===== config.mk =====
export PLATFORM = sky130hd
export DESIGN_NAME = nete_rx_packer_flat
export DESIGN_NICKNAME = d
export VERILOG_FILES = /design/src/rtl/nete_rx_packer_if.sv /design/src/rtl/nete_rx_packer.sv /design/src/flat_wrapper.sv
export SDC_FILE = /design/constraint.sdc
export NUM_CORES = 1
export LEC_CHECK = 0
export BUFFER_PORTS_ARGS = -buffer_cell sky130_fd_sc_hd__buf_4
export CAP_MARGIN = 5
export CORE_ASPECT_RATIO = 0.6
export CORE_MARGIN = 3
export CORE_UTILIZATION = 50
export DETAILED_ROUTE_END_ITERATION = 8
export PLACE_DENSITY_LB_ADDON = 0.1
export RECOVER_POWER = 50
export REMOVE_ABC_BUFFERS = 1
export SLEW_MARGIN = 10
export SYNTH_ARGS = -nofsm -noshare
export SYNTH_HDL_FRONTEND = slang
export SYNTH_SLANG_ARGS = --single-unit

===== constraint.sdc =====
create_clock -name clk -period 4.3 [get_ports clk]
set_input_delay 0.215 -clock clk [delete_from_list [all_inputs] [get_ports clk]]
set_output_delay 0.215 -clock clk [all_outputs]
set_load 0.1 [all_outputs]

===== src/rtl/nete_rx_packer_if.sv =====
// Bus bundle for nete_rx_packer: AXI-Stream ingress beats plus the packet and
// byte-count FIFO write ports. "master" is the packer side, "slave" the environment.
`timescale 1ns/1ps

interface nete_rx_packer_if #(
  parameter int IN_W    = 64,
  parameter int OUT_W   = 256,
  parameter int USEDW_W = 7,
  parameter int BCNT_W  = 64
) ();
  logic [IN_W-1:0]     s_tdata;
  logic [IN_W/8-1:0]   s_tkeep;
  logic                s_tvalid;
  logic                s_tlast;
  logic                s_tready;
  logic [OUT_W-1:0]    fifo_pkt_data;
  logic                fifo_pkt_wren;
  logic                fifo_pkt_full;
  logic [USEDW_W-1:0]  fifo_pkt_usedword;
  logic [BCNT_W-1:0]   fifo_bcnt_data;
  logic                fifo_bcnt_wren;
  logic                fifo_bcnt_full;
  logic                err_keep;

  modport master (
    input  s_tdata, s_tkeep, s_tvalid, s_tlast,
    input  fifo_pkt_full, fifo_pkt_usedword, fifo_bcnt_full,
    output s_tready, fifo_pkt_data, fifo_pkt_wren,
    output fifo_bcnt_data, fifo_bcnt_wren, err_keep
  );

  modport slave (
    output s_tdata, s_tkeep, s_tvalid, s_tlast,
    output fifo_pkt_full, fifo_pkt_usedword, fifo_bcnt_full,
    input  s_tready, fifo_pkt_data, fifo_pkt_wren,
    input  fifo_bcnt_data, fifo_bcnt_wren, err_keep
  );
endinterface


===== src/rtl/nete_rx_packer.sv =====
// AXI-Stream ingress packer: packs OUT_W/IN_W beats per packet-FIFO word and writes one
// byte count per packet. Optional statistics counters via `NETE_RX_PACKER_STATS_EN.
`timescale 1ns/1ps

module nete_rx_packer #(
  parameter int IN_W         = 64,
  parameter int OUT_W        = 256,
  parameter int USEDW_W      = 7,
  parameter int AFULL_THRESH = 64,
  parameter int BCNT_W       = 64
) (
  input  logic               clk,
  input  logic               reset_,
  nete_rx_packer_if.master   bus
`ifdef NETE_RX_PACKER_STATS_EN
  ,
  output logic [31:0]        stat_pkt_cnt,
  output logic [31:0]        stat_word_cnt,
  output logic [15:0]        stat_keep_err_cnt
`endif
);

  localparam int R      = OUT_W / IN_W;
  localparam int KEEP_W = IN_W / 8;
  localparam int LANE_W = (R > 1) ? $clog2(R) : 1;

  typedef enum logic [1:0] {
    ST_IDLE,
    ST_ACCUM,
    ST_WRITE
  } state_t;

  state_t             r_state;
  logic               r_ready;
  logic [LANE_W-1:0]  r_lane;
  logic [OUT_W-1:0]   r_buf;
  logic [OUT_W-1:0]   r_pkt_data;
  logic               r_pkt_wren;
  logic [BCNT_W-1:0]  r_acc;
  logic [BCNT_W-1:0]  r_bcnt_data;
  logic               r_bcnt_wren;
  logic               r_err_keep;

  logic               w_fire;
  logic               w_word_done;
  logic               w_keep_ok;
  logic [KEEP_W-1:0]  w_keep_inc;
  logic [BCNT_W:0]    w_sum;
  logic [BCNT_W-1:0]  w_next_acc;
  logic [OUT_W-1:0]   w_merged;

  function automatic logic [BCNT_W:0] popcount(input logic [KEEP_W-1:0] keep);
    logic [BCNT_W:0] n;
    n = '0;
    for (int i = 0; i < KEEP_W; i++) n = n + (BCNT_W+1)'(keep[i]);
    return n;
  endfunction

  // NOTE: every signal gets a default at the top of always_comb so no path leaves
  // it unassigned; otherwise synthesis infers a latch to hold the old value.
  always_comb begin
    w_fire      = bus.s_tvalid && r_ready;
    w_word_done = (r_lane == LANE_W'(R - 1)) || bus.s_tlast;
    w_keep_inc  = bus.s_tkeep + KEEP_W'(1);
    // A contiguous-from-bit-0 mask is 2^n-1: adding one clears every set bit.
    w_keep_ok   = (bus.s_tkeep != '0) && ((bus.s_tkeep & w_keep_inc) == '0);
    w_sum       = {1'b0, r_acc} + popcount(bus.s_tkeep);
    w_next_acc  = w_sum[BCNT_W] ? '1 : w_sum[BCNT_W-1:0];
    w_merged    = r_buf;
    for (int k = 0; k < R; k++) begin
      if (r_lane == LANE_W'(k)) w_merged[k*IN_W +: IN_W] = bus.s_tdata;
    end
  end

  // NOTE: sequential state uses non-blocking (<=) so every register samples the
  // pre-edge values; blocking here would make results depend on statement order.
  always_ff @(posedge clk or negedge reset_) begin
    if (!reset_) begin
      r_state     <= ST_IDLE;
      r_ready     <= 1'b0;
      r_lane      <= '0;
      r_buf       <= '0;
      r_pkt_data  <= '0;
      r_pkt_wren  <= 1'b0;
      r_acc       <= '0;
      r_bcnt_data <= '0;
      r_bcnt_wren <= 1'b0;
      r_err_keep  <= 1'b0;
    end else begin
      // Registered throttle: the FIFO must absorb up to two beats after this drops.
      r_ready     <= !(int'(bus.fifo_pkt_usedword) >= AFULL_THRESH) &&
                     !bus.fifo_pkt_full && !bus.fifo_bcnt_full;
      r_pkt_wren  <= 1'b0;
      r_bcnt_wren <= 1'b0;
      r_err_keep  <= w_fire && !w_keep_ok;

      if (w_fire) begin
        if (w_word_done) begin
          // Buffer restarts at zero so unused lanes of a tlast word read as zero.
          r_pkt_data <= w_merged;
          r_pkt_wren <= 1'b1;
          r_buf      <= '0;
          r_lane     <= '0;
        end else begin
          r_buf      <= w_merged;
          r_lane     <= r_lane + LANE_W'(1);
        end

        if (bus.s_tlast) begin
          r_bcnt_data <= w_next_acc;
          r_bcnt_wren <= 1'b1;
          r_acc       <= '0;
          r_state     <= ST_WRITE;
        end else begin
          r_acc       <= w_next_acc;
          r_state     <= ST_ACCUM;
        end
      end else if (r_state == ST_WRITE) begin
        r_state <= ST_IDLE;
      end
    end
  end

  assign bus.s_tready       = r_ready;
  assign bus.fifo_pkt_data  = r_pkt_data;
  assign bus.fifo_pkt_wren  = r_pkt_wren;
  assign bus.fifo_bcnt_data = r_bcnt_data;
  assign bus.fifo_bcnt_wren = r_bcnt_wren;
  assign bus.err_keep       = r_err_keep;

`ifdef NETE_RX_PACKER_STATS_EN
  logic [31:0] r_stat_pkt;
  logic [31:0] r_stat_word;
  logic [15:0] r_stat_err;
  logic [31:0] r_pkt_words;

  always_ff @(posedge clk or negedge reset_) begin
    if (!reset_) begin
      r_stat_pkt  <= '0;
      r_stat_word <= '0;
      r_stat_err  <= '0;
      r_pkt_words <= '0;
    end else begin
      if (r_bcnt_wren) r_stat_pkt  <= r_stat_pkt + 32'd1;
      if (r_pkt_wren)  r_stat_word <= r_stat_word + 32'd1;
      if (r_err_keep)  r_stat_err  <= r_stat_err + 16'd1;
      if (r_pkt_wren)  r_pkt_words <= r_bcnt_wren ? '0 : r_pkt_words + 32'd1;
    end
  end

`ifndef SYNTHESIS
  always @(posedge clk) begin
    if (reset_ && r_bcnt_wren)
      $display("nete_rx_packer: packet bytes=%0d words=%0d", r_bcnt_data, r_pkt_words + 32'd1);
  end
`endif

  assign stat_pkt_cnt      = r_stat_pkt;
  assign stat_word_cnt     = r_stat_word;
  assign stat_keep_err_cnt = r_stat_err;
`endif

endmodule


===== src/flat_wrapper.sv =====
// flat-port wrapper written by rule: the top's interface ports become plain ports
module nete_rx_packer_flat 
#(
  parameter int IN_W         = 64,
  parameter int OUT_W        = 256,
  parameter int USEDW_W      = 7,
  parameter int AFULL_THRESH = 64,
  parameter int BCNT_W       = 64
)
  (clk, reset_, bus_s_tdata, bus_s_tkeep, bus_s_tvalid, bus_s_tlast, bus_fifo_pkt_full, bus_fifo_pkt_usedword, bus_fifo_bcnt_full, bus_s_tready, bus_fifo_pkt_data, bus_fifo_pkt_wren, bus_fifo_bcnt_data, bus_fifo_bcnt_wren, bus_err_keep);
  nete_rx_packer_if #(.IN_W(IN_W), .OUT_W(OUT_W), .USEDW_W(USEDW_W), .BCNT_W(BCNT_W)) bus_i ();
  input  logic clk;
  input  logic reset_;
  input wire logic [$bits(bus_i.s_tdata)-1:0] bus_s_tdata;
  input wire logic [$bits(bus_i.s_tkeep)-1:0] bus_s_tkeep;
  input wire logic [$bits(bus_i.s_tvalid)-1:0] bus_s_tvalid;
  input wire logic [$bits(bus_i.s_tlast)-1:0] bus_s_tlast;
  input wire logic [$bits(bus_i.fifo_pkt_full)-1:0] bus_fifo_pkt_full;
  input wire logic [$bits(bus_i.fifo_pkt_usedword)-1:0] bus_fifo_pkt_usedword;
  input wire logic [$bits(bus_i.fifo_bcnt_full)-1:0] bus_fifo_bcnt_full;
  output wire logic [$bits(bus_i.s_tready)-1:0] bus_s_tready;
  output wire logic [$bits(bus_i.fifo_pkt_data)-1:0] bus_fifo_pkt_data;
  output wire logic [$bits(bus_i.fifo_pkt_wren)-1:0] bus_fifo_pkt_wren;
  output wire logic [$bits(bus_i.fifo_bcnt_data)-1:0] bus_fifo_bcnt_data;
  output wire logic [$bits(bus_i.fifo_bcnt_wren)-1:0] bus_fifo_bcnt_wren;
  output wire logic [$bits(bus_i.err_keep)-1:0] bus_err_keep;
  assign bus_i.s_tdata = bus_s_tdata;
  assign bus_i.s_tkeep = bus_s_tkeep;
  assign bus_i.s_tvalid = bus_s_tvalid;
  assign bus_i.s_tlast = bus_s_tlast;
  assign bus_i.fifo_pkt_full = bus_fifo_pkt_full;
  assign bus_i.fifo_pkt_usedword = bus_fifo_pkt_usedword;
  assign bus_i.fifo_bcnt_full = bus_fifo_bcnt_full;
  assign bus_s_tready = bus_i.s_tready;
  assign bus_fifo_pkt_data = bus_i.fifo_pkt_data;
  assign bus_fifo_pkt_wren = bus_i.fifo_pkt_wren;
  assign bus_fifo_bcnt_data = bus_i.fifo_bcnt_data;
  assign bus_fifo_bcnt_wren = bus_i.fifo_bcnt_wren;
  assign bus_err_keep = bus_i.err_keep;
  nete_rx_packer #(.IN_W(IN_W), .OUT_W(OUT_W), .USEDW_W(USEDW_W), .AFULL_THRESH(AFULL_THRESH), .BCNT_W(BCNT_W)) u_core (.clk(clk), .reset_(reset_), .bus(bus_i));
endmodule

---- Word-level counts from Yosys, hierarchy flattened ----
Cells that the tools add are included.
storage, ports and cells
  register bits after elaboration ......... 646
  input port bits ......................... 85
  output and inout bits ................... 324
  logic and storage cells ................. 51
cells by class
  add/subtract/negate cells ............... 10
  order comparisons ....................... 1
  equal/unequal tests ..................... 3
  mux-type cells .......................... 12
  bitwise gates (word level) .............. 1
  reduce and logical (&&, ||, !) cells .... 15
operator list
  operator                                                          count
  65-bit by 1-bit adder with 65-bit output                          6
  64-bit two-way mux                                                6
  256-bit two-way mux                                               1
  64-bit by 65-bit adder with 65-bit output                         1
  8-bit by 1-bit adder with 8-bit output (second input constant)    1
  8-bit bitwise AND                                                 1
  8-bit zero test                                                   1
  8-bit nonzero test                                                1
  7-bit >= comparator (second input constant)                       1
  1-bit logical AND                                                 5
  2-bit == test (second input constant)                             2
  1-bit zero test                                                   4
  1-bit two-way mux                                                 4
  2-bit AND reduction                                               2
  1-bit by 1-bit adder with 2-bit output                            1
  2-bit by 1-bit adder with 2-bit output (second input constant)    1
  2-bit by 1-bit == test with 1-bit output (second input constant)  1
  2-bit zero test                                                   1
  2-bit two-way mux                                                 1
  1-bit logical OR                                                  1

---- Depth between registers and ports, before layout ----
Gate-level depths: netlist of run 1.
  depth after elaboration ................. 10
  mapped depth ............................ 18
  mapped depth without buffers ............ 15

---- Least setup slack after synthesis of run 1 ----
OpenSTA, ideal clock, no wires.
  path type ............................... input port to flip-flop
  start ................................... input port bus_s_tkeep[0]
  end ..................................... register u_core.r_bcnt_data[37], in the netlist u_core.bus.fifo_bcnt_data[37]
  library setup time ...................... 0.126 ns
  data arrival time ....................... 4.238 ns
  required time ........................... 4.174 ns
  slack ................................... -0.064 ns
  stages .................................. 18
  buffers on the path ..................... 3
  path through ............................ inv_1 -> ha_1 -> inv_1 -> fa_1 -> fa_1 -> fa_1 -> inv_1 -> ha_1 -> fa_1 -> a21oi_1 -> o22a_1 -> or3_1 -> clkbuf_1 -> nor3_4 -> nor2_1 -> clkbuf_1 -> buf_2 -> a21oi_1
on the way
  cells in the longest elaborated chain, start to end .. 9
RTL lines
  what                                                   RTL line               source
  start, declared                                        flat_wrapper.sv:15     input wire logic [$bits(bus_i.s_tkeep)-1:0] bus_s_tkeep;
  1-bit by 1-bit adder with 2-bit output                 nete_rx_packer.sv:55   for (int i = 0; i < KEEP_W; i++) n = n + (BCNT_W+1)'(keep[i]);
  65-bit by 1-bit adder with 65-bit output (6 in a row)  nete_rx_packer.sv:55
  64-bit by 65-bit adder with 65-bit output              nete_rx_packer.sv:67   w_sum = {1'b0, r_acc} + popcount(bus.s_tkeep);
  64-bit two-way mux                                     nete_rx_packer.sv:68   w_next_acc = w_sum[BCNT_W] ? '1 : w_sum[BCNT_W-1:0];
  end signal, assigned                                   nete_rx_packer.sv:110  r_bcnt_data <= w_next_acc;
  end, declared                                          nete_rx_packer.sv:40   logic [BCNT_W-1:0] r_bcnt_data;
No other way between the ends.
A chain may end at the register's enable or synchronous reset.

---- Final worst setup path of run 1 ----
  start ................................... input port bus_s_tkeep[0]
  end ..................................... register u_core.r_acc[17]
on the way
  cells in the longest elaborated chain, start to end .. 10
RTL lines
  what                                                   RTL line               source
  1-bit by 1-bit adder with 2-bit output                 nete_rx_packer.sv:55
  65-bit by 1-bit adder with 65-bit output (6 in a row)  nete_rx_packer.sv:55
  64-bit by 65-bit adder with 65-bit output              nete_rx_packer.sv:67
  64-bit two-way mux                                     nete_rx_packer.sv:68
  64-bit two-way mux                                     nete_rx_packer.sv:109  if (bus.s_tlast) begin
  end signal, assigned                                   nete_rx_packer.sv:115  r_acc <= w_next_acc;
  end, declared                                          nete_rx_packer.sv:39   logic [BCNT_W-1:0] r_acc;
No other way between the ends.

==> impl_metrics.json, run 1 <==
{
  "status": "complete, but fails checks",
  "failed_checks": "max-capacitance violations, max-slew violations",
  "cts_sinks": 646,
  "ctsLongestPathBuffers": 3,
  "pwr_density_cell_nw_per_um2": 610,
  "finClkSkew_ns": 0.0306,
  "grt_pass1_vias": 21900,
  "holdCritPathClass": "in -> reg",
  "relSlewSlack_pct": -102,
  "arrival_ns": 4.51,
  "drc_errors": 0,
  "num_rows": 66,
  "grt_use_total_pct": 27.5,
  "crit_end": "u_core.r_acc[17]",
  "final_cell_mix": "646 x dfrtp_1, 310 x nand2_1, 281 x o21ai_0, 257 x mux2i_1, 250 x buf_4",
  "synth_compound_area_share_pct": 16.0,
  "setup-violations-final": 0,
  "async_flop_share_pct": 100,
  "reg2reg_depth": 11,
  "synthesis.area_sq_um": 27900,
  "slew_violations": 100,
  "area_growth_pct": 21.2,
  "p_leak_uw": 0.0152,
  "fin_total_pwr_uw": 20700,
  "cts_tree": "yes",
  "drtIter0Drc": 2119,
  "layout_commonest_cell": "dfrtp_1",
  "firstDrtPassIters": 5,
  "ant_nets": 0,
  "startpoint": "bus_s_tkeep[0]",
  "worstMarginPinSlew_ns": 3.04,
  "nFillCells": 4650,
  "multi_input_area_sq_um": 11000,
  "hold_path_startpoint": "bus_s_tkeep[2]",
  "cts-buffers-inserted": 58,
  "ys_ff_latch": 646,
  "synth.yosys.seq_area_share_pct": 57.8,
  "vias_per_cell": 5.79,
  "synthAdderAreaFrac_pct": 1.09,
  "post_drt_wl_per_cell_um": 21.8,
  "hold_violations": 0,
  "synth.distinct_cells": 62,
  "synthSimpleGateAreaFrac_pct": 10.9,
  "io_pins": 409,
  "muxShareOfSynthArea_pct": 9.20,
  "syn_avg_cell_area_sq_um": 11.0,
  "cp.required_ns": 4.80,
  "die_width_um": 311,
  "dp_slack_ns": -0.292,
  "port_buffers": 402,
  "routed_wl_um": 81900,
  "synth_ff_type": "dfrtp_1",
  "cp-end-kind": "flip-flop",
  "start_util_pct": 51.0,
  "cts_setup_buffers": 0,
  "final_nets": 3069,
  "antenna_found_initial": 0,
  "path_clk_slew_ns": 0.07,
  "cts_root_buf": "clkbuf_16",
  "setup_ws_ns": 0.291,
  "start_kind": "input port",
  "fmax_ghz": 0.249,
  "die_area_sq_um": 58900,
  "num_vias": 21700,
  "syn-instance-count": 2550,
  "drive_above_1_share_pct": 13.4,
  "critical_path.max_fanout": 9,
  "period_minus_slack_ns": 4.01,
  "synth_top_family_by_area": "compound AO/OA/AOI/OAI gates",
  "cts_max_level": 2,
  "post-route-period-util_pct": 93.2,
  "worst-setup-path-type": "in -> reg",
  "grt_max_degree": 217,
  "ctsResizeCount": 0,
  "hpwl_um": 52300,
  "fin_util_pct": 61.9,
  "dp.cells": 3581,
  "rsz0062_at_grt": "false",
  "gp_congestion": 0.940,
  "grt.overflow.total": 0,
  "synth_enable_flop_cells": 0,
  "core_area_sq_um": 54800,
  "instances_no_fill": 3757,
  "cap_violations": 1,
  "reg2reg_from": "u_core.r_acc[1]",
  "grt_pass1_wl_um": 129000,
  "antenna_cells": 0,
  "r2r-end": "u_core.r_acc[17]",
  "reg2reg_slack_ns": 0.73,
  "synth_xor_xnor_area_share_pct": 1.69,
  "die_h_um": 189,
  "clkLatencyLatePin_ns": 0.62,
  "peakVddDrop_mv": 0.471,
  "ys_warn_count": 0,
  "regArea_sq_um": 16200
}
[logic make-up after synthesis]
group	count (synthesis)
AOI/OAI and AO/OA	686
and+or+nand+nor	652
DFF	646
muxes	257
buffers and inverters	233
xor gates and xnor gates	54
adders and majority gates	22
[cell usage after synthesis (26+ instances only)]
library cell	count	area share [%]
a21oi_1	111	2.0
a22o_1	189	5.9
a31oi_1	26	0.58
and2_1	70	1.6
clkbuf_1	180	2.4
dfrtp_1	646	58
inv_1	28	0.38
mux2i_1	257	9.2
nand2_1	310	4.2
nand3_1	36	0.64
nor2_1	91	1.2
nor3_1	40	0.72
o21ai_0	281	5.0
xnor2_1	37	1.2
[per-stage QoR]
| step | instance area [sq um] | TNS, ns | hold WS [ns] |
|---|---|---|---|
| finish | 33900 | 0 | 0.0482 |
| global route | 33900 | 0 | 0.0529 |
| CTS | 34700 | 0 | 0.00776 |
| detailed placement | 32000 | -18.51 | 0.372 |
| global placement | 32000 | -17.69 | 0.365 |
| floorplan | 27100 | -5122.54 | -0.0806 |
[sequential cells by signal, indices dropped and copies added (netlist names)]
signal	cells
u_core.bus.fifo_bcnt_wren	1
u_core.bus.fifo_pkt_data	256
u_core.bus.s_tready	1
u_core.r_acc	64
u_core.bus.fifo_pkt_wren	1
u_core.r_lane	2
u_core.bus.fifo_bcnt_data	64
u_core.bus.err_keep	1
u_core.r_buf	256
[area by class of cell]
type,instances,share of cell area [%]
timing repair buffer,556,10.9
tap,748,2.76
sequential,646,47.7
multi-input combinational,1671,32.4
clock inverter,28,1.00
clock buffer,79,4.90
inverter,29,0.321
[metal layers]
layer / vias to the layer above / share of wire (%) / track usage [%]
met5: - / 0 / 0
met4: 0 / 2.2 / 6.61
met3: 122 / 7.4 / 5.93
met2: 741 / 45 / 41.8
met1: 11000 / 46 / 40.5
li1: 9895 / - / -
[worst max-delay path, stage by stage]
cell,delay (ns)
buf_4,0.08
inv_1,0.05
ha_1,0.29
inv_1,0.07
fa_1,0.42
fa_1,0.55
fa_1,0.42
inv_1,0.07
ha_1,0.18
fa_1,0.23
a21oi_1,0.11
o22a_1,0.22
or3_1,0.40
or3_1,0.54
buf_4,0.25
a21o_1,0.16
a221oi_1,0.25
[power breakdown]
| part | leakage (uW) | internal (uW) | switching, uW |
|---|---|---|---|
| sequential | 0.00872 | 6930 | 603 |
| combinational | 0.00551 | 1460 | 6220 |
| clock | 0.000980 | 3080 | 2390 |
| total | 0.0152 | 11500 | 9210 |
[worst min-delay path by stage]
stage	to	cells after the start
2_1_floorplan	u_core.bus.err_keep	0
3_3_place_gp	u_core.r_buf[245]	1
3_5_place_dp	u_core.bus.fifo_pkt_data[205]	1
4_1_cts	u_core.bus.err_keep	4
5_1_grt	u_core.bus.err_keep	4
6_report	u_core.bus.err_keep	4
[repair_timing]
action / in CTS / in global routing
setup endpoints to repair: 0 / 0
endpoints found under the hold margin: 544 / 0
hold buffers: 69 / 0
Power figures use the tool's default switching activity.
==> inputs of run 2 (changes only) <==
--- a/config.mk
+++ b/config.mk
@@ -11,6 +11,7 @@
 export CORE_MARGIN = 3
 export CORE_UTILIZATION = 50
 export DETAILED_ROUTE_END_ITERATION = 8
+export HOLD_SLACK_MARGIN = 0.06
 export PLACE_DENSITY_LB_ADDON = 0.1
 export RECOVER_POWER = 50
 export REMOVE_ABC_BUFFERS = 1
==> impl_metrics.json, run 2 (same netlist as run 1, synthesis figures left out) <==
{
  "status": "complete, but fails checks",
  "failed_checks": "max-capacitance violations, max-slew violations",
  "grt_pass1_vias": 21900,
  "drive_above_1_share_pct": 13.4,
  "holdCritPathClass": "in -> reg",
  "start_util_pct": 51.0,
  "cp_common_cell": "fa_1",
  "critical_path.max_fanout": 9,
  "die_width_um": 311,
  "fin_total_pwr_uw": 20700,
  "critPathTopFamily": "adder cells",
  "grt_use_total_pct": 27.5,
  "slew_violations": 100,
  "arrival_ns": 4.50,
  "cp-end-kind": "flip-flop",
  "hpwl_um": 52300,
  "die_area_sq_um": 58900,
  "p_leak_uw": 0.0152,
  "cts_sinks": 646,
  "final_nets": 3072,
  "cts_max_level": 2,
  "setup_ws_ns": 0.293,
  "cp.required_ns": 4.80,
  "multi_input_area_sq_um": 11000,
  "regArea_sq_um": 16200,
  "peakVddDrop_mv": 0.471,
  "path_clk_slew_ns": 0.07,
  "fmax_ghz": 0.250,
  "port_buffers": 402,
  "final_cell_mix": "646 x dfrtp_1, 310 x nand2_1, 281 x o21ai_0, 257 x mux2i_1, 250 x buf_4",
  "grt_pass1_wl_um": 129000,
  "gp_congestion": 0.940,
  "dp.cells": 3581,
  "cts-buffers-inserted": 58,
  "drc_errors": 0,
  "critical_path.cell_chain": "buf_4 > inv_1 > ha_1 > inv_1 > fa_1 > fa_1 > fa_1 > inv_1 > ha_1 > fa_1 > a21oi_1 > o22a_1 > or3_1 > or3_1 > buf_4 > a21o_1 > a221oi_1",
  "clkLatencyLatePin_ns": 0.62,
  "period_minus_slack_ns": 4.01,
  "num_rows": 66,
  "cts_tree": "yes",
  "cpPeakStageDelay_ns": 0.55,
  "hold_violations": 0,
  "vias_per_cell": 5.79,
  "instances_no_fill": 3760,
  "pwr_density_cell_nw_per_um2": 610,
  "relSlewSlack_pct": -104,
  "drtIter0Drc": 2048,
  "finClkSkew_ns": 0.0324,
  "antenna_cells": 0,
  "io_pins": 409,
  "setup-violations-final": 0,
  "firstDrtPassIters": 5,
  "grt.overflow.total": 0,
  "start_kind": "input port",
  "grt_max_degree": 217,
  "layout_commonest_cell": "dfrtp_1",
  "ctsLongestPathBuffers": 3,
  "cts_root_buf": "clkbuf_16",
  "rsz0062_at_grt": "false",
  "core_area_sq_um": 54800,
  "ant_nets": 0,
  "area_growth_pct": 21.3,
  "num_vias": 21800,
  "routed_wl_um": 82000,
  "dp_slack_ns": -0.292,
  "worstMarginPinSlew_ns": 3.05,
  "path_buf_inv": 5,
  "die_h_um": 189,
  "post_drt_wl_per_cell_um": 21.8,
  "cap_violations": 1,
  "nFillCells": 4644,
  "crit_path_top_delay_cell": "fa_1",
  "post-route-period-util_pct": 93.2,
  "worst-setup-path-type": "in -> reg",
  "antenna_found_initial": 0
}
==> run 2: cell types whose count changed in the layout (fill, tap and decap cells not counted) <==
cell and delta:
dlygate4sd3_1 +3
==> run 2: layer usage <==
| metal | global-route usage [%] | part of all wire (%) | vias to the layer above | wire length (um) |
|---|---|---|---|---|
| met5 | 0 | 0 | - | 0 |
| met4 | 6.61 | 2.1 | 0 | 1760 |
| met3 | 6.05 | 7.1 | 126 | 5800 |
| met2 | 41.8 | 45 | 735 | 36700 |
| met1 | 40.4 | 46 | 11000 | 37800 |
| li1 | - | - | 9911 | - |
==> run 2: final timing paths <==
path | from | slack, ns | cells past startpoint | end
worst min register to register | u_core.bus.fifo_pkt_data[245] | 0.47 | 2 | u_core.bus.fifo_pkt_data[245]
worst max-delay path | bus_s_tkeep[0] | 0.29 | 17 | u_core.r_acc[17]
worst min-delay path | bus_s_tlast | 0.24 | 3 | u_core.r_acc[5]
worst max register to register | u_core.r_acc[1] | 0.73 | 11 | u_core.r_acc[17]
max in group asynchronous | reset_ | 0.77 | 3 | u_core.r_buf[14]
min in group asynchronous | reset_ | 1.10 | 2 | u_core.r_buf[117]
==> run 2: layout make-up <==
type	instances	area share, %
inverters	29	0.321
clock inverters	28	1.00
multi-input cells	1671	32.4
repair buffers	559	11.0
well taps	748	2.76
flip-flops and latches	646	47.7
clock buffers	79	4.90
==> run 2: worst reg2reg max path, stage by stage, from the launching register on <==
cell	delay, ns
dfrtp_1	0.38
ha_1	0.30
ha_1	0.30
ha_1	0.33
fa_1	0.23
a21oi_1	0.11
o22a_1	0.22
or3_1	0.40
or3_1	0.54
buf_4	0.25
a21o_1	0.16
a221oi_1	0.25
==> run 2: timing repair <==
item	in CTS	in global routing
buffers inserted	0	0
hold buffers	72	0
endpoints found under the hold margin	546	0
resized for setup	0	0
==> run 2: metrics by stage <==
stage          util [%]  TNS [ns]  hold slack (ns)  instance area, sq um
2_1_floorplan         -  -5122.54          -0.0806                 27100
3_3_place_gp       58.5    -17.69            0.365                 32000
5_1_grt            61.9         0            0.239                 33900
4_1_cts            63.5         0            0.188                 34800
3_5_place_dp       58.5    -18.51            0.372                 32000
6_report           61.9         0            0.239                 33900
==> run 2: report_power, final <==
part	total [uW]	internal, uW	switching, uW	leakage [uW]
Clock	5470	3080	2390	0.000980
Combinational	7690	1460	6230	0.00553
Sequential	7530	6930	603	0.00872
Total	20700	11500	9220	0.0152
==> inputs of run 3 (changes only) <==
--- a/config.mk
+++ b/config.mk
@@ -5,11 +5,11 @@
 export SDC_FILE = /design/constraint.sdc
 export NUM_CORES = 1
 export LEC_CHECK = 0
-export BUFFER_PORTS_ARGS = -buffer_cell sky130_fd_sc_hd__buf_4
-export CAP_MARGIN = 5
+export BUFFER_PORTS_ARGS = -buffer_cell sky130_fd_sc_hd__buf_2
+export CAP_MARGIN = 15
 export CORE_ASPECT_RATIO = 0.6
 export CORE_MARGIN = 3
-export CORE_UTILIZATION = 50
+export CORE_UTILIZATION = 55
 export DETAILED_ROUTE_END_ITERATION = 8
 export HOLD_SLACK_MARGIN = 0.06
 export PLACE_DENSITY_LB_ADDON = 0.1
==> impl_metrics.json, run 3 (same netlist as run 1, synthesis figures left out) <==
{
  "cp_common_cell": "fa_1",
  "num_vias": 21900,
  "die_area_sq_um": 53600,
  "ant_nets": 0,
  "critical_path.max_fanout": 9,
  "whs_path_depth": 4,
  "rsz0062_at_grt": "false",
  "cts_sinks": 646,
  "grt_use_total_pct": 30.8,
  "dpl-instance-area_sq_um": 30900,
  "cp.required_ns": 4.82,
  "fmax_ghz": 0.251,
  "drive_above_1_share_pct": 12.7,
  "cpPeakStageDelay_ns": 0.58,
  "failed_checks": "max-capacitance violations, max-slew violations",
  "path_clk_slew_ns": 0.07,
  "vias_per_cell": 5.93,
  "drc_errors": 0,
  "start_util_pct": 56.1,
  "cts_root_buf": "clkbuf_16",
  "intPower_uw": 11200,
  "num_rows": 63,
  "pwr_density_cell_nw_per_um2": 614,
  "die_width_um": 297,
  "stdcell_area_sq_um": 33200,
  "peakVddDrop_mv": 0.376,
  "port_buffers": 402,
  "relSlewSlack_pct": -57.7,
  "power.share.sequential_pct": 36.8,
  "grt_pass1_vias": 22100,
  "routed_wl_um": 82700,
  "core_area_sq_um": 49800,
  "finClkSkew_ns": 0.0208,
  "hold_violations": 0,
  "ctsResizeCount": 0,
  "clkLatencyLatePin_ns": 0.61,
  "period_minus_slack_ns": 3.99,
  "combPwrFrac_pct": 37.0,
  "hold_path_startpoint": "bus_s_tkeep[4]",
  "area_growth_pct": 18.8,
  "crit_path_top_delay_cell": "or3_1",
  "cts_tree": "yes",
  "p_sw_uw": 9150,
  "arrival_ns": 4.51,
  "p_clk_share_pct": 26.3,
  "drtIter0Drc": 1967,
  "post-route-period-util_pct": 92.8,
  "cap_violations": 2,
  "layout_commonest_cell": "dfrtp_1",
  "startpoint": "bus_s_tkeep[0]",
  "antenna_found_initial": 1,
  "p_leak_uw": 0.0150,
  "gp_congestion": 0.960,
  "firstDrtPassIters": 7,
  "cts_max_level": 2,
  "cts-buffers-inserted": 57,
  "cp-end-kind": "flip-flop",
  "ctsLongestPathBuffers": 3,
  "setup-violations-final": 0,
  "worstMarginPinSlew_ns": 2.37,
  "hpwl_um": 51800,
  "post_drt_wl_per_cell_um": 22.4,
  "start_kind": "input port",
  "grt.overflow.total": 0,
  "die_h_um": 181,
  "critical_path.cell_chain": "buf_2 > inv_1 > ha_1 > inv_1 > fa_1 > fa_1 > fa_1 > inv_1 > ha_1 > fa_1 > a21oi_1 > o22a_1 > or3_1 > buf_4 > or3_1 > and4_1 > nor3_1",
  "antenna_cells": 0,
  "status": "complete, but fails checks",
  "grt_pass1_wl_um": 131000,
  "slew_violations": 91,
  "final_nets": 3074,
  "switching_share_pct": 44.9,
  "io_pins": 409,
  "holdCritPathClass": "in -> reg",
  "grt_max_degree": 186,
  "reg2reg_from": "u_core.r_acc[1]",
  "worst-setup-path-type": "in -> reg",
  "reg2reg_depth": 11,
  "tns_ns": 0,
  "final_cell_mix": "646 x dfrtp_1, 310 x nand2_1, 281 x o21ai_0, 257 x mux2i_1, 245 x clkbuf_1"
}
==> run 3: per-layer routing <==
metal | GRT usage (%) | share of wire (%)
met5 | 0 | 0.016
met4 | 9.65 | 3.2
met3 | 5.90 | 7.5
met2 | 46.9 | 45
met1 | 45.1 | 45
==> run 3: power groups by stage <==
stage,clock (uW),sequential [uW],combinational [uW]
finish,5350,7500,7540
global route,5720,7590,7880
CTS,5440,7480,7710
detailed placement,0,7580,7650
global placement,0,7550,7580
floorplan,0,12000,1710
==> run 3: critical path: cells and delay by family <==
kind / cells / cell delay (ns)
buffers and inverters: 5 / 0.47
AO/OA/AOI/OAI: 2 / 0.34
AND/OR/NAND/NOR: 4 / 1.44
adder cells (fa/ha/maj): 6 / 2.05
==> run 3: final cells by class <==
type / count / area (sq um)
clock buffers: 81 / 1640
clock inverters: 19 / 302
fillers: 3973 / 16600
inverters: 29 / 109
multi-input cells: 1671 / 11000
flip-flops and latches: 646 / 16200
well taps: 682 / 853
repair buffers: 562 / 3170
==> run 3: worst paths after layout <==
kind | end | slack [ns]
worst min-delay path | u_core.bus.err_keep | 0.09
min in group asynchronous | u_core.r_buf[202] | 0.84
worst min register to register | u_core.bus.fifo_pkt_data[235] | 0.47
worst max register to register | u_core.r_acc[20] | 0.72
worst max-delay path | u_core.r_acc[20] | 0.31
max in group asynchronous | u_core.r_buf[222] | 0.86
==> run 3: timing repair <==
item,in CTS,in global routing
endpoints found under the hold margin,525,0
buffers inserted,0,0
setup endpoints to repair,0,0
hold buffers,70,0
==> run 3: through the flow <==
step / total power (uW) / instances / setup slack [ns] / hold slack, ns / util [%]
5_1_grt: 21200 / 3690 / 0.116 / 0.0949 / 66.7
6_report: 20400 / 3690 / 0.310 / 0.0948 / 66.7
4_1_cts: 20600 / 3690 / 0.370 / 0.0713 / 67.4
3_3_place_gp: 15100 / 3520 / -0.221 / 0.288 / 62.1
2_1_floorplan: 13700 / 2346 / -15.28 / -0.0806 / -
3_5_place_dp: 15200 / 3520 / -0.246 / 0.297 / 62.1
